==> src/rtl/q2a03_pkg.sv <==
// Shared Q2A03 constants and the sprite-DMA state encoding.
// The cycle length is common to the core, the DMA block and the APU frame counter.
package q2a03_pkg;

    localparam int          CYCLE_TICKS  = 12;
    localparam logic [15:0] DMA_REG_ADDR = 16'h4014;
    localparam logic [15:0] DMA_OAM_ADDR = 16'h2004;

    typedef enum logic [2:0] {
        IDLE      = 3'd0,
        HALT_WAIT = 3'd1,
        HALT      = 3'd2,
        ALIGN     = 3'd3,
        READ      = 3'd4,
        WRITE     = 3'd5
    } dma_state_t;

endpackage

==> src/rtl/q2a03_oam_dma_if.sv <==
// Core-side and system-bus-side signals seen by the sprite-DMA arbiter.
// master = the arbiter, slave = core plus system bus.
interface q2a03_oam_dma_if;

    logic [15:0] cpu_addr;
    logic [7:0]  cpu_wr_data;
    logic        cpu_rdwr;
    logic        cpu_ready;
    logic [15:0] bus_addr;
    logic [7:0]  bus_wr_data;
    logic        bus_rdwr;
    logic [7:0]  bus_rd_data;

    modport master (
        input  cpu_addr, cpu_wr_data, cpu_rdwr, bus_rd_data,
        output cpu_ready, bus_addr, bus_wr_data, bus_rdwr
    );

    modport slave (
        output cpu_addr, cpu_wr_data, cpu_rdwr, bus_rd_data,
        input  cpu_ready, bus_addr, bus_wr_data, bus_rdwr
    );

endinterface

==> src/rtl/q2a03_cycle_div.sv <==
// Free-running bus-cycle divider: cyc_end marks the last tick of each CPU cycle,
// parity alternates get (0) / put (1) cycles. Frozen while enable is low.
module q2a03_cycle_div
    import q2a03_pkg::*;
#(
    parameter int TICKS_PER_CYCLE = CYCLE_TICKS
) (
    input  logic G_clock,
    input  logic G_reset,
    input  logic enable,
    output logic cyc_end,
    output logic parity
);

    localparam int              TW   = (TICKS_PER_CYCLE > 2) ? $clog2(TICKS_PER_CYCLE) : 1;
    localparam logic [TW-1:0]   LAST = TW'(TICKS_PER_CYCLE - 1);

    logic [TW-1:0] tick;

    assign cyc_end = enable && (tick == LAST);

    always_ff @(posedge G_clock or negedge G_reset) begin
        if (!G_reset) begin
            tick   <= '0;
            parity <= 1'b0;
        end else if (enable) begin
            if (tick == LAST) begin
                tick   <= '0;
                parity <= ~parity;
            end else begin
                tick <= tick + TW'(1);
            end
        end
    end

endmodule

==> src/rtl/q2a03_oam_dma.sv <==
// Sprite-DMA controller: a write to REG_ADDR stalls the core and copies page:00..FF
// to OAM_ADDR, one read/write cycle pair per byte, then hands the bus back.
module q2a03_oam_dma
    import q2a03_pkg::*;
#(
    parameter int          TICKS_PER_CYCLE = CYCLE_TICKS,
    parameter logic [15:0] REG_ADDR        = DMA_REG_ADDR,
    parameter logic [15:0] OAM_ADDR        = DMA_OAM_ADDR
) (
    input  logic                    G_clock,
    input  logic                    G_reset,
    input  logic                    ext_ready,
    q2a03_oam_dma_if.master         port,
    output logic                    cyc_end,
    output logic                    dma_active
);

    dma_state_t state;
    logic       parity;
    logic       halt;
    logic [7:0] page;
    logic [7:0] count;
    logic [7:0] data_lat;

    q2a03_cycle_div #(
        .TICKS_PER_CYCLE (TICKS_PER_CYCLE)
    ) u_div (
        .G_clock (G_clock),
        .G_reset (G_reset),
        .enable  (ext_ready),
        .cyc_end (cyc_end),
        .parity  (parity)
    );

    assign port.cpu_ready = ext_ready & ~halt;

    // Every state and halt change lands on a cycle boundary, so the core only
    // ever sees ready move between whole bus cycles.
    always_ff @(posedge G_clock or negedge G_reset) begin
        if (!G_reset) begin
            state      <= IDLE;
            page       <= '0;
            count      <= '0;
            data_lat   <= '0;
            halt       <= 1'b0;
            dma_active <= 1'b0;
        end else if (cyc_end) begin
            case (state)
                IDLE: begin
                    if (!port.cpu_rdwr && port.cpu_addr == REG_ADDR) begin
                        page       <= port.cpu_wr_data;
                        state      <= HALT_WAIT;
                        dma_active <= 1'b1;
                    end
                end
                HALT_WAIT: begin
                    if (port.cpu_rdwr) begin
                        halt  <= 1'b1;
                        state <= HALT;
                    end
                end
                // parity is the current cycle's; a get-cycle HALT is followed by a put
                HALT:  state <= parity ? READ : ALIGN;
                ALIGN: state <= READ;
                READ: begin
                    data_lat <= port.bus_rd_data;
                    state    <= WRITE;
                end
                WRITE: begin
                    count <= count + 8'd1;
                    if (count == 8'hFF) begin
                        state      <= IDLE;
                        halt       <= 1'b0;
                        dma_active <= 1'b0;
                    end else begin
                        state <= READ;
                    end
                end
                default: state <= IDLE;
            endcase
        end
    end

    always_comb begin
        port.bus_addr    = port.cpu_addr;
        port.bus_wr_data = port.cpu_wr_data;
        port.bus_rdwr    = port.cpu_rdwr;
        case (state)
            READ: begin
                port.bus_addr = {page, count};
                port.bus_rdwr = 1'b1;
            end
            WRITE: begin
                port.bus_addr    = OAM_ADDR;
                port.bus_wr_data = data_lat;
                port.bus_rdwr    = 1'b0;
            end
            default: ;
        endcase
    end

endmodule

==> src/flat_wrapper.sv <==
// flat-port wrapper written by rule: the top's interface ports become plain ports
module q2a03_oam_dma_flat import q2a03_pkg::*;
#(
    parameter int          TICKS_PER_CYCLE = CYCLE_TICKS,
    parameter logic [15:0] REG_ADDR        = DMA_REG_ADDR,
    parameter logic [15:0] OAM_ADDR        = DMA_OAM_ADDR
)
  (G_clock, G_reset, ext_ready, cyc_end, dma_active, port_cpu_addr, port_cpu_wr_data, port_cpu_rdwr, port_bus_rd_data, port_cpu_ready, port_bus_addr, port_bus_wr_data, port_bus_rdwr);
  q2a03_oam_dma_if port_i ();
  input  logic G_clock;
  input  logic G_reset;
  input  logic ext_ready;
  output logic cyc_end;
  output logic dma_active;
  input wire logic [$bits(port_i.cpu_addr)-1:0] port_cpu_addr;
  input wire logic [$bits(port_i.cpu_wr_data)-1:0] port_cpu_wr_data;
  input wire logic [$bits(port_i.cpu_rdwr)-1:0] port_cpu_rdwr;
  input wire logic [$bits(port_i.bus_rd_data)-1:0] port_bus_rd_data;
  output wire logic [$bits(port_i.cpu_ready)-1:0] port_cpu_ready;
  output wire logic [$bits(port_i.bus_addr)-1:0] port_bus_addr;
  output wire logic [$bits(port_i.bus_wr_data)-1:0] port_bus_wr_data;
  output wire logic [$bits(port_i.bus_rdwr)-1:0] port_bus_rdwr;
  assign port_i.cpu_addr = port_cpu_addr;
  assign port_i.cpu_wr_data = port_cpu_wr_data;
  assign port_i.cpu_rdwr = port_cpu_rdwr;
  assign port_i.bus_rd_data = port_bus_rd_data;
  assign port_cpu_ready = port_i.cpu_ready;
  assign port_bus_addr = port_i.bus_addr;
  assign port_bus_wr_data = port_i.bus_wr_data;
  assign port_bus_rdwr = port_i.bus_rdwr;
  q2a03_oam_dma #(.TICKS_PER_CYCLE(TICKS_PER_CYCLE), .REG_ADDR(REG_ADDR), .OAM_ADDR(OAM_ADDR)) u_core (.G_clock(G_clock), .G_reset(G_reset), .ext_ready(ext_ready), .port(port_i), .cyc_end(cyc_end), .dma_active(dma_active));
endmodule
==> config.mk <==
export PLATFORM = sky130hd
export DESIGN_NAME = q2a03_oam_dma_flat
export DESIGN_NICKNAME = d
export VERILOG_FILES = /design/src/rtl/q2a03_pkg.sv /design/src/rtl/q2a03_oam_dma_if.sv /design/src/rtl/q2a03_cycle_div.sv /design/src/rtl/q2a03_oam_dma.sv /design/src/flat_wrapper.sv
export SDC_FILE = /design/constraint.sdc
export NUM_CORES = 1
export LEC_CHECK = 0
export CORE_ASPECT_RATIO = 0.75
export CORE_MARGIN = 2
export CORE_UTILIZATION = 45
export DETAILED_ROUTE_END_ITERATION = 8
export PLACE_DENSITY = 0.78
export SETUP_SLACK_MARGIN = 0.4
export SYNTH_ARGS = -nofsm -noshare
export SYNTH_HDL_FRONTEND = slang
export SYNTH_HIERARCHICAL = 1
export SYNTH_SLANG_ARGS = --single-unit
==> constraint.sdc <==
create_clock -name G_clock -period 3 [get_ports G_clock]
set_input_delay 0.3 -clock G_clock [delete_from_list [all_inputs] [get_ports G_clock]]
set_output_delay 0.3 -clock G_clock [all_outputs]
set_load 0.02 [all_outputs]
==> impl_results.md, run 1 <==
* WHS at roughly 430 ps
* Fin crit period at between 2000 and 2500 ps
* FMAX at 409 MHz
* Detail Route Antenna Nets at 0
* Max-slew violation count at 0
* Synth top area cells: dfrtp_1 45%, mux2_2 16%, nand2_1 7.4%, o21ai_0 6.7%, nand4_1 2.0%
* YS warnings at 6
* Status: completed
* Average wire per cell in the routed design at around 15 um
* CORE AREA at around 0.0040 mm2
* Starting Density at 0.467
* Via count at 1,629
* Critical R2R Launch: u_core/u_div/tick[0]$_DFFE_PN0P_
* LEAKAGE at roughly 1.1 nW
* FF+latch count, synth at 34
* PwrDens at 627 mW/mm2
* I/O Buffers at 63
* Net count of the finished layout at 292
* Worst setup path category: flop to primary output
* Critical Path Start: u_core/state[1]$_DFFE_PN0P_
* Post-Syn Area per Cell at between 9 and 10 um2
* Highest routed metal layer: met4
* # hold bufs at CTS at 0
* CTS Buf Count at 5
* Deepest clock path buffer count at 2
* Total clock sinks at 34
* Die Area at 0.00472 mm2
* Crit start category: flop
* Tcrit/Tclk final at 0.815
* Final Hold Vio Count at 0
* Unrepaired setup endpoints after global routing: true
* DR WL met3 at just under 300 um
* Clock latency on the worst-skew pair at between 200 and 300 ps
* Peak VDD IR at approximately 0.34 mV
* Post-synth cell types at 37
* Setup tns final at 0 ps
* Routed met1 length at 2.28 mm
* CTS clk-pin slew, worst paths at 70 ps
* Area delta synth->final at 42.7%
* Rows at 20
* Initial antenna violation count at 0
* CP Max Fanout at 24
* I/O pins at 64
* Clock Skews at 6.99 ps
* Global-route wire length before repair at about 8 mm
* Hpwl dp at 3.43 mm
* Cells after synthesis at 192
* Syn nets at 230
* Grt total ovfl at 0
* Antenna cells at 0
* H-tree depth at 2
* Seq/Total Area, Yosys at 0.452
* DRT Wirelength at roughly 4.7 mm
* Die height at approximately 60 um
* Crit path DAT at 2140 ps
* Crit. End Element: primary output
* GPL Wtd Cong at 0.839
* Setup violations, final at 0
* Max_cap viols at 0
* Layout cell share with drive strength beyond 1 at 0.185
* Worst-Margin Slew at 447 ps
* Vias in the first global route at approximately 1,600
* Drt drc at 0
* CP Data Required Time at roughly 2700 ps
* Largest net degree at the start of global routing at 35
* CTS root buffer: clkbuf_8
* Vias per std cell at 5.27
* Max-slew headroom at the worst pin at 0.701
* Initial DRC Count at 127
* DIE WIDTH at 78.6 um
* Min-delay worst type: primary input to asynchronous set/reset pin
* Area leader, netlist: dfrtp_1
* Tot GR Track Use at 0.219
* Metal2 WL at 2.11 mm
* CTS tree: done
* Synth top area share at 0.452
* DRT Pass-1 Iters at 4
* Synth Cell Area at 0.00188 mm2
cell families (layout without fill, tap and decap cells):
kind of cell / Yosys count / after routing / share of synthesized area
compound gates: 34 / 34 / 0.107
flops: 34 / 34 / 0.452
mux: 27 / 27 / 0.162
xor+xnor: 8 / 8 / 0.0373
buf+inv: 14 / 76 / 0.0299
simple gates: 73 / 73 / 0.198
fa+ha+maj: 2 / 2 / 0.0133
worst paths after layout:
path / end / slack [ps] / cells after the start
setup / recovery: port_bus_addr[12] / 560 / 4
hold / removal: u_core/u_div/parity$_DFFE_PN0P_ / 430 / 2
setup reg to reg: u_core/count[7]$_DFFE_PN0P_ / 850 / 8
hold reg to reg: u_core/data_lat[7]$_DFFE_PN0P_ / 510 / 1
max in group asynchronous: u_core/state[1]$_DFFE_PN0P_ / 2240 / 2
min in group G_clock: u_core/data_lat[7]$_DFFE_PN0P_ / 510 / 1
flip-flops by register name, summed over array words and instances, names as in the netlist:
| name | cells |
|---|---|
| u_core/u_div/tick | 4 |
| u_core/dma_active | 1 |
| u_core/page | 8 |
| u_core/data_lat | 8 |
| u_core/u_div/parity | 1 |
| u_core/count | 8 |
| u_core/halt | 1 |
| u_core/state | 3 |
cell usage in the layout (no fill, tap or decap), types with 2 or more instances in the layout:
master / count
clkdlybuf4s50_1: 63
mux2_2: 26
o21ai_0: 25
nor2_1: 7
xnor2_1: 4
nor3_1: 2
ha_1: 2
buf_4: 3
dfrtp_2: 2
o211ai_1: 2
nand2_2: 2
clkbuf_8: 6
inv_1: 2
and3_1: 2
nand4_1: 6
nand2_1: 36
dfrtp_1: 32
nand3_1: 4
nor4_1: 2
xor2_1: 4
critical path, stage by stage, from the launching register on:
cell	delay [ps]
dfrtp_2	470
nand2b_2	280
buf_4	240
o21ai_0	210
clkdlybuf4s50_1	650
power breakdown:
part / switching, mW / internal, mW / total, mW / leakage (nW)
clock network: 0.163 / 0.266 / 0.429 / 0.0573
registers: 0.102 / 0.551 / 0.653 / 0.442
logic: 0.282 / 0.318 / 0.600 / 0.620
per-stage QoR:
step / instance area (um2) / total power [mW] / setup slack [ps] / util / cells
after floorplan: 1880 / 0.981 / 688 / - / 192
after global placement: 2560 / 1.24 / 561 / 0.635 / 302
after detailed placement: 2560 / 1.25 / 527 / 0.635 / 302
after CTS: 2670 / 1.69 / 429 / 0.663 / 309
after global routing: 2680 / 1.77 / 387 / 0.666 / 309
final: 2680 / 1.68 / 556 / 0.666 / 309
cell type report:
class / instances / area (um2)
fillers: 345 / 1350
multi-input cells: 144 / 981
flip-flops and latches: 34 / 853
repair buffers: 66 / 653
clock buffers: 6 / 82.6
well taps: 55 / 68.8
clock inverters: 1 / 30.0
inverters: 3 / 15.0
synthesized netlist by cell type, drive strengths merged:
cell type / instances
nand2: 38
dfrtp: 34
mux2: 27
o21ai: 25
clkbuf: 8
nor2: 7
nand4: 6
nand3: 4
xnor2: 4
xor2: 4
buf: 3
inv: 3
nor3: 3
and3: 2
ha: 2
nor2b: 2
nor3b: 2
nor4: 2
o211ai: 2
a21bo: 1
a22o: 1
and4b: 1
nand2b: 1
nand3b: 1
nand4b: 1
nor4b: 1
o2111ai: 1
o21a: 1
o21ba: 1
o31a: 1
o31ai: 1
or2: 1
or3: 1
repair_timing:
item                       in CTS  in global routing
setup buffers                   0                  0
resized for setup               1                  5
setup endpoints to repair       8                 22
routing by layer:
layer | up-vias | GRT usage
met1 | 783 | 0.314
met2 | 41 | 0.311
met3 | 4 | 0.0770
met5 | - | 0
li1 | 801 | -
met4 | 0 | 0.0652
No activity file was read; power rests on OpenSTA's default activity.
==> inputs of run 2 (changes only) <==
--- a/config.mk
+++ b/config.mk
@@ -7,9 +7,9 @@
 export LEC_CHECK = 0
 export CORE_ASPECT_RATIO = 0.75
 export CORE_MARGIN = 2
-export CORE_UTILIZATION = 45
+export CORE_UTILIZATION = 41
 export DETAILED_ROUTE_END_ITERATION = 8
-export PLACE_DENSITY = 0.78
+export PLACE_DENSITY = 0.75
 export SETUP_SLACK_MARGIN = 0.4
 export SYNTH_ARGS = -nofsm -noshare
 export SYNTH_HDL_FRONTEND = slang
==> constraint.sdc (replaced) <==
create_clock -name G_clock -period 2.15 [get_ports G_clock]
set_input_delay 0.215 -clock G_clock [delete_from_list [all_inputs] [get_ports G_clock]]
set_output_delay 0.215 -clock G_clock [all_outputs]
set_load 0.02 [all_outputs]
==> impl_results.md, run 2 (synthesized netlist as in run 1, its figures left out) <==
* Status: completed
* Dpl cells at 318 (+5.3%)
* I/O Buffers at 63 (unchanged)
* Layout cell share with drive strength beyond 1 at 0.375 (+0.190)
* Average wire per cell in the routed design at 16.0 um (+5.0%)
* I/O pins at 64 (unchanged)
* Die height at 62.7 um (+4.4%)
* PwrDens at 855 mW/mm2 (+36%)
* Layout fillers at 345 (unchanged)
* Global-route wire length before repair at 8.46 mm (+8.3%)
* Clock Skews at 4.23 ps (-2.76 ps)
* Min-delay worst type: primary input to asynchronous set/reset pin
* Worst setup path category: flop to flop
* Initial DRC Count at 169 (+33%)
* Crit start category: flop
* Max_cap viols at 0 (unchanged)
* Grt total ovfl at 0 (unchanged)
* CTS Buf Count at 5 (unchanged)
* GPL Wtd Cong at 0.882 (+5.1%)
* Setup tns final at 0 ps (unchanged)
* Area delta synth->final at 56.6%
* Most common cell after layout, fill and taps aside: clkdlybuf4s50_1
* Unrepaired setup endpoints after global routing: true
* Starting Density at 0.423 (-0.0433)
* Max-slew violation count at 0 (unchanged)
* Clock latency on the worst-skew pair at 290 ps (about the same)
* Final Hold Vio Count at 0 (unchanged)
* Die Area at 0.00515 mm2 (+9.2%)
* CP Data Required Time at 2320 ps (-380 ps)
* Drt drc at 0 (unchanged)
* Largest net degree at the start of global routing at 35 (unchanged)
* Worst-Margin Slew at 441 ps (-6.16 ps)
* Crit path DAT at 2060 ps (-80 ps)
* Non-Filler Instances at 342 (+11%)
* Max-slew headroom at the worst pin at 0.706 (+0.00508)
* Most frequent cells in the layout: 36 x clkdlybuf4s50_1, 35 x nand2_1, 33 x buf_4, 33 x dfrtp_1, 18 x o21ai_0
* PnR worst setup slack at 258 ps (-298 ps)
* CTS clk-pin slew, worst paths at 70 ps (about the same)
* Setup violations, final at 0 (unchanged)
* Crit. End Element: flop
* Deepest clock path buffer count at 2 (unchanged)
* CTS root buffer: clkbuf_8
* Peak VDD IR at 0.649 mV (+90%)
* Detail Route Antenna Nets at 0 (unchanged)
* Rows at 21 (+5.0%)
* Net count of the finished layout at 323 (+11%)
* H-tree depth at 2 (unchanged)
* Tcrit/Tclk final at 0.880
* Via count at 1,815 (+11%)
* Hpwl dp at 3.60 mm (+4.9%)
* DIE WIDTH at 82.2 um (+4.5%)
* Antenna cells at 0 (unchanged)
* Vias in the first global route at 1,798 (+13%)
* Tot GR Track Use at 0.218 (-0.000452)
* LEAKAGE at 1.37 nW (+22%)
* CTS tree: done
* Fin crit period at roughly 1900 ps
* DRT Wirelength at 5.47 mm (+16%)
* DP Worst Slack at 9.06 ps (-518 ps)
* Crit-path slowest cell: dfrtp_1
* Total clock sinks at 34 (unchanged)
* Initial antenna violation count at 0 (unchanged)
* CP Max Fanout at 9 (-63%)
* Largest regs: u_core/count x8, u_core/data_lat x8, u_core/page x8
* Crit-path cells: ha_4 -> nand2_4 -> nor3b_4 -> nand4_1 -> nor3_4 -> buf_12 -> mux2_2
* Vias per std cell at 5.31 (+0.67%)
* FMAX at 529 MHz
* DRT Pass-1 Iters at 5 (+1)
* CORE AREA at 0.00444 mm2 (+10%)
* CP max stage delay at 400 ps (-250 ps)
run 2: cell types whose count changed in the layout (fill, tap and decap cells not counted), moves of 3 or more:
| cell | delta |
|---|---|
| buf_4 | +30 |
| clkdlybuf4s50_1 | -27 |
| buf_2 | +10 |
| clkbuf_2 | +10 |
| mux2_2 | -9 |
| mux2_4 | +9 |
| o21ai_0 | -7 |
| o21ai_1 | +7 |
| buf_12 | +3 |
| nand2_4 | +3 |
run 2: routing by layer:
layer	wire, um	vias up	track usage	share of wire
li1	-	862	-	-
met1	2410	880	0.300	0.44
met2	2670	64	0.333	0.49
met3	302	9	0.0491	0.055
met4	82	0	0.0813	0.015
met5	0	-	0	0
run 2: cell type report:
cell class	count	area, um2	area share
Tap cell	57	71.3	0.0242
Timing Repair Buffer	96	825	0.280
Clock buffer	6	82.6	0.0280
Inverter	3	11.3	0.00382
Sequential cell	34	852	0.289
Multi-Input combinational cell	145	1070	0.364
Clock inverter	1	30.0	0.0102
run 2: final timing paths:
check                                                  from                          end  slack (ps)  cells after the start
max                        u_core/u_div/tick[1]$_DFFE_PN0P_   u_core/page[2]$_DFFE_PN0P_         260                      7
min                                                 G_reset  u_core/state[1]$_DFFE_PN0P_         340                      2
max reg2reg                u_core/u_div/tick[1]$_DFFE_PN0P_   u_core/page[2]$_DFFE_PN0P_         260                      7
min reg2reg                     u_core/count[7]$_DFFE_PN0P_  u_core/count[7]$_DFFE_PN0P_         500                      1
max in group asynchronous                           G_reset  u_core/state[0]$_DFFE_PN0P_        1480                      2
min in group G_clock            u_core/count[7]$_DFFE_PN0P_  u_core/count[7]$_DFFE_PN0P_         500                      1
run 2: per-stage QoR:
step / util / power [mW] / area, um2 / hold slack, ps
after CTS: 0.647 / 2.41 / 2870 / 355
after global placement: 0.611 / 1.78 / 2710 / 486
final: 0.663 / 2.52 / 2940 / 341
after global routing: 0.663 / 2.65 / 2940 / 390
after detailed placement: 0.611 / 1.80 / 2710 / 488
after floorplan: - / 1.38 / 1920 / -80.6
run 2: worst max-delay path: cells and delay by family, from the launching register on:
| kind | cells | cell delay (ps) |
|---|---|---|
| flops | 1 | 400 |
| fa+ha+maj | 1 | 170 |
| simple gates | 4 | 730 |
| buf+inv | 1 | 150 |
| mux | 1 | 330 |
run 2: report_power, final:
part	switching [mW]	total, mW	internal, mW
logic	0.479	1.02	0.539
clock network	0.231	0.601	0.371
registers	0.125	0.896	0.771
total	0.835	2.52	1.68
run 2: what timing repair did:
action	4_1_cts	5_1_grt
gates resized for setup	101	46
pin swaps	9	8
setup endpoints to repair	52	53
cloned	1	2
hold buffers	0	0
buffers inserted	5	9
==> RTL edit (flow settings as in run 1) <==
The 6 states of `dma_state_t` get a Gray code encoding in 3 bits.
--- a/src/rtl/q2a03_pkg.sv
+++ b/src/rtl/q2a03_pkg.sv
@@ -9,8 +9,8 @@
     typedef enum logic [2:0] {
-        IDLE      = 3'd0,
-        HALT_WAIT = 3'd1,
-        HALT      = 3'd2,
-        ALIGN     = 3'd3,
-        READ      = 3'd4,
-        WRITE     = 3'd5
+        IDLE      = 3'b000,
+        HALT_WAIT = 3'b001,
+        HALT      = 3'b011,
+        ALIGN     = 3'b010,
+        READ      = 3'b110,
+        WRITE     = 3'b111
     } dma_state_t;
Function: no difference found for any inputs over 10 cycles, from zero or initial values and one cycle with G_reset low; not proved beyond that.
==> RTL edit against run 1 <==
Critical path depth is 1 lower; count of clock-buffer cells in the layout up 2; area after synthesis up 0.20%; routed wire length down 6.1%; final area is 0.14% lower; core utilization is 0.093 points lower; critical path type unchanged; sequential share of layout area about the same; setup slack worse by 0.0098 ns; clock skew is 0.0037 ns lower; critical endpoint is now port_bus_wr_data[4]; sequential cell count is the same.
Power is not compared: it rests on default switching activity, and its combinational part moved more than twofold at a synthesized area within 25%.
==> RTL edit: results (changes against run 1) <==
Global route:
- The global-route total usage across every layer was 20.6% (-1.3 points).
- The global-route wire length before repair came to 7250 um (-7.2%).
- The largest net degree at the start of global routing came to 35 (unchanged).
- The via count of the first global-routing pass came to 1,532 (-3.8%).

Min path:
- The type of the worst min-delay path is in -> async.

Final layout:
- The area growth from synthesis to layout is 42.2%.
- The non-clock buffer area fraction after layout was 24.8% (+0.45 points).
- The area fraction of clock buffers and clock inverters is 4.11% (-0.087 points).
- The share of cell area taken by multi-input logic gates came to 36.6% (+0.098 points).
- The count of clock buffers in the final design is 8 (+2).
- The number of logic inverters in the finished layout came to 1 (-2).
- The non-clock buffer total of the final layout is 67 (+1.5%).
- The multi-input combinational cell count is 141 (-2.1%).
- The number of filler cells placed in the layout is 336 (-2.6%).
- The number of nets in the layout was 288 (-1.4%).
- The share of post-route cells with drive strength above 1 came to 17.1% (-1.4 points).
- The sequential portion of the cell area was 31.7% (-0.049 points).

Synthesis:
- In the synthesized netlist the dominant register cell turns out to be sky130_fd_sc_hd__dfrtp_1.
- The xor and xnor area share after synthesis came to 3.72% (-0.0074 points).
- The mux contribution to synthesized area is 16.7% (+0.50 points).
- The post-synthesis share of cell area spent on full adders, half adders and majority gates was 1.33% (-0.0027 points).
- Yosys attributes the largest share of cell area to sky130_fd_sc_hd__dfrtp_1, sky130_fd_sc_hd__mux2_2, sky130_fd_sc_hd__o21ai_0.
- The mean instance size in the synthesized netlist was 10.2 sq um (+4.0%).
- The share of the synthesized area in compound gates (AO/OA/AOI/OAI) is 8.30% (-2.4 points).
- The number of nets in the synthesized netlist is 223 (-3.0%).
- By count the netlist is led by sky130_fd_sc_hd__dfrtp_1, sky130_fd_sc_hd__mux2_2, sky130_fd_sc_hd__nand2_1.

Setup path:
- The peak fanout along the critical path came to 14 (-42%).
- The setup slack of the most critical reg-to-reg path is 0.82 ns (-0.03 ns).
- The delay contributed by the slowest stage of the critical path is 0.60 ns (-0.05 ns).
- The depth of the worst register-to-register path is 7 (-1).
- The worst register-to-register path ends at u_core/page[5].

Clocking:
- The buffers inserted during post-CTS setup optimization is 0 (unchanged).
- The maximum buffer depth of the clock tree is 2 (unchanged).
- The count of instances resized after the clock tree is built is 0 (-1).

Route:
- The final wirelength is 4420 um (-6.1%).
- The number of violations reported at the end of detailed-routing iteration 0 came to 91 (-28%).
- The ratio of routed vias to standard cells is 5.14 (-2.4%).
- The detailed-route wire length per cell is 14.4 um (-5.2%).

Placement:
- The detailed placer's ending HPWL was 3220 um (-6.1%).
- The placed standard-cell area is 2570 sq um (+0.34%).
- The worst slack at placement is 0.516 ns (-0.0104 ns).
- The routability congestion estimate from global placement came to 0.795 (-5.3%).

Timing:
- The highest clock frequency the design can meet is 408 MHz (-0.40%).
- The worst hold slack is 0.413 ns (-0.0199 ns).
- The measured slew at the worst slew-check pin is 0.562 ns (+0.115 ns).
- The post-route clock skew was 0.00330 ns (-0.00369 ns).

Status:
- The run finished with clean final reports.
[RTL edit: worst max path at each step]
stage                              start                  end  slack (ns)  cells after the start
detailed placement             ext_ready       u_core/page[5]        0.52                      7
finish                   u_core/state[0]  port_bus_wr_data[4]        0.55                      3
floorplan           u_core/u_div/tick[0]       u_core/page[0]        0.70                      8
CTS                      u_core/state[0]  port_bus_wr_data[5]        0.55                      3
global placement               ext_ready       u_core/page[6]        0.58                      7
global route             u_core/state[0]  port_bus_wr_data[4]        0.42                      3
[RTL edit: report_power, final]
part,internal [mW],switching [mW],leakage [nW]
sequential,0.490,0.0375,0.466
combinational,0.133,0.0942,0.644
clock,0.231,0.161,0.0575
[RTL edit: layer usage]
metal,global-route usage [%],vias up,wire length [um]
met3,5.14,9,262
met4,10.5,0,97
li1,-,782,-
met1,27.6,737,2170
met2,31.3,46,1890
met5,0,-,0
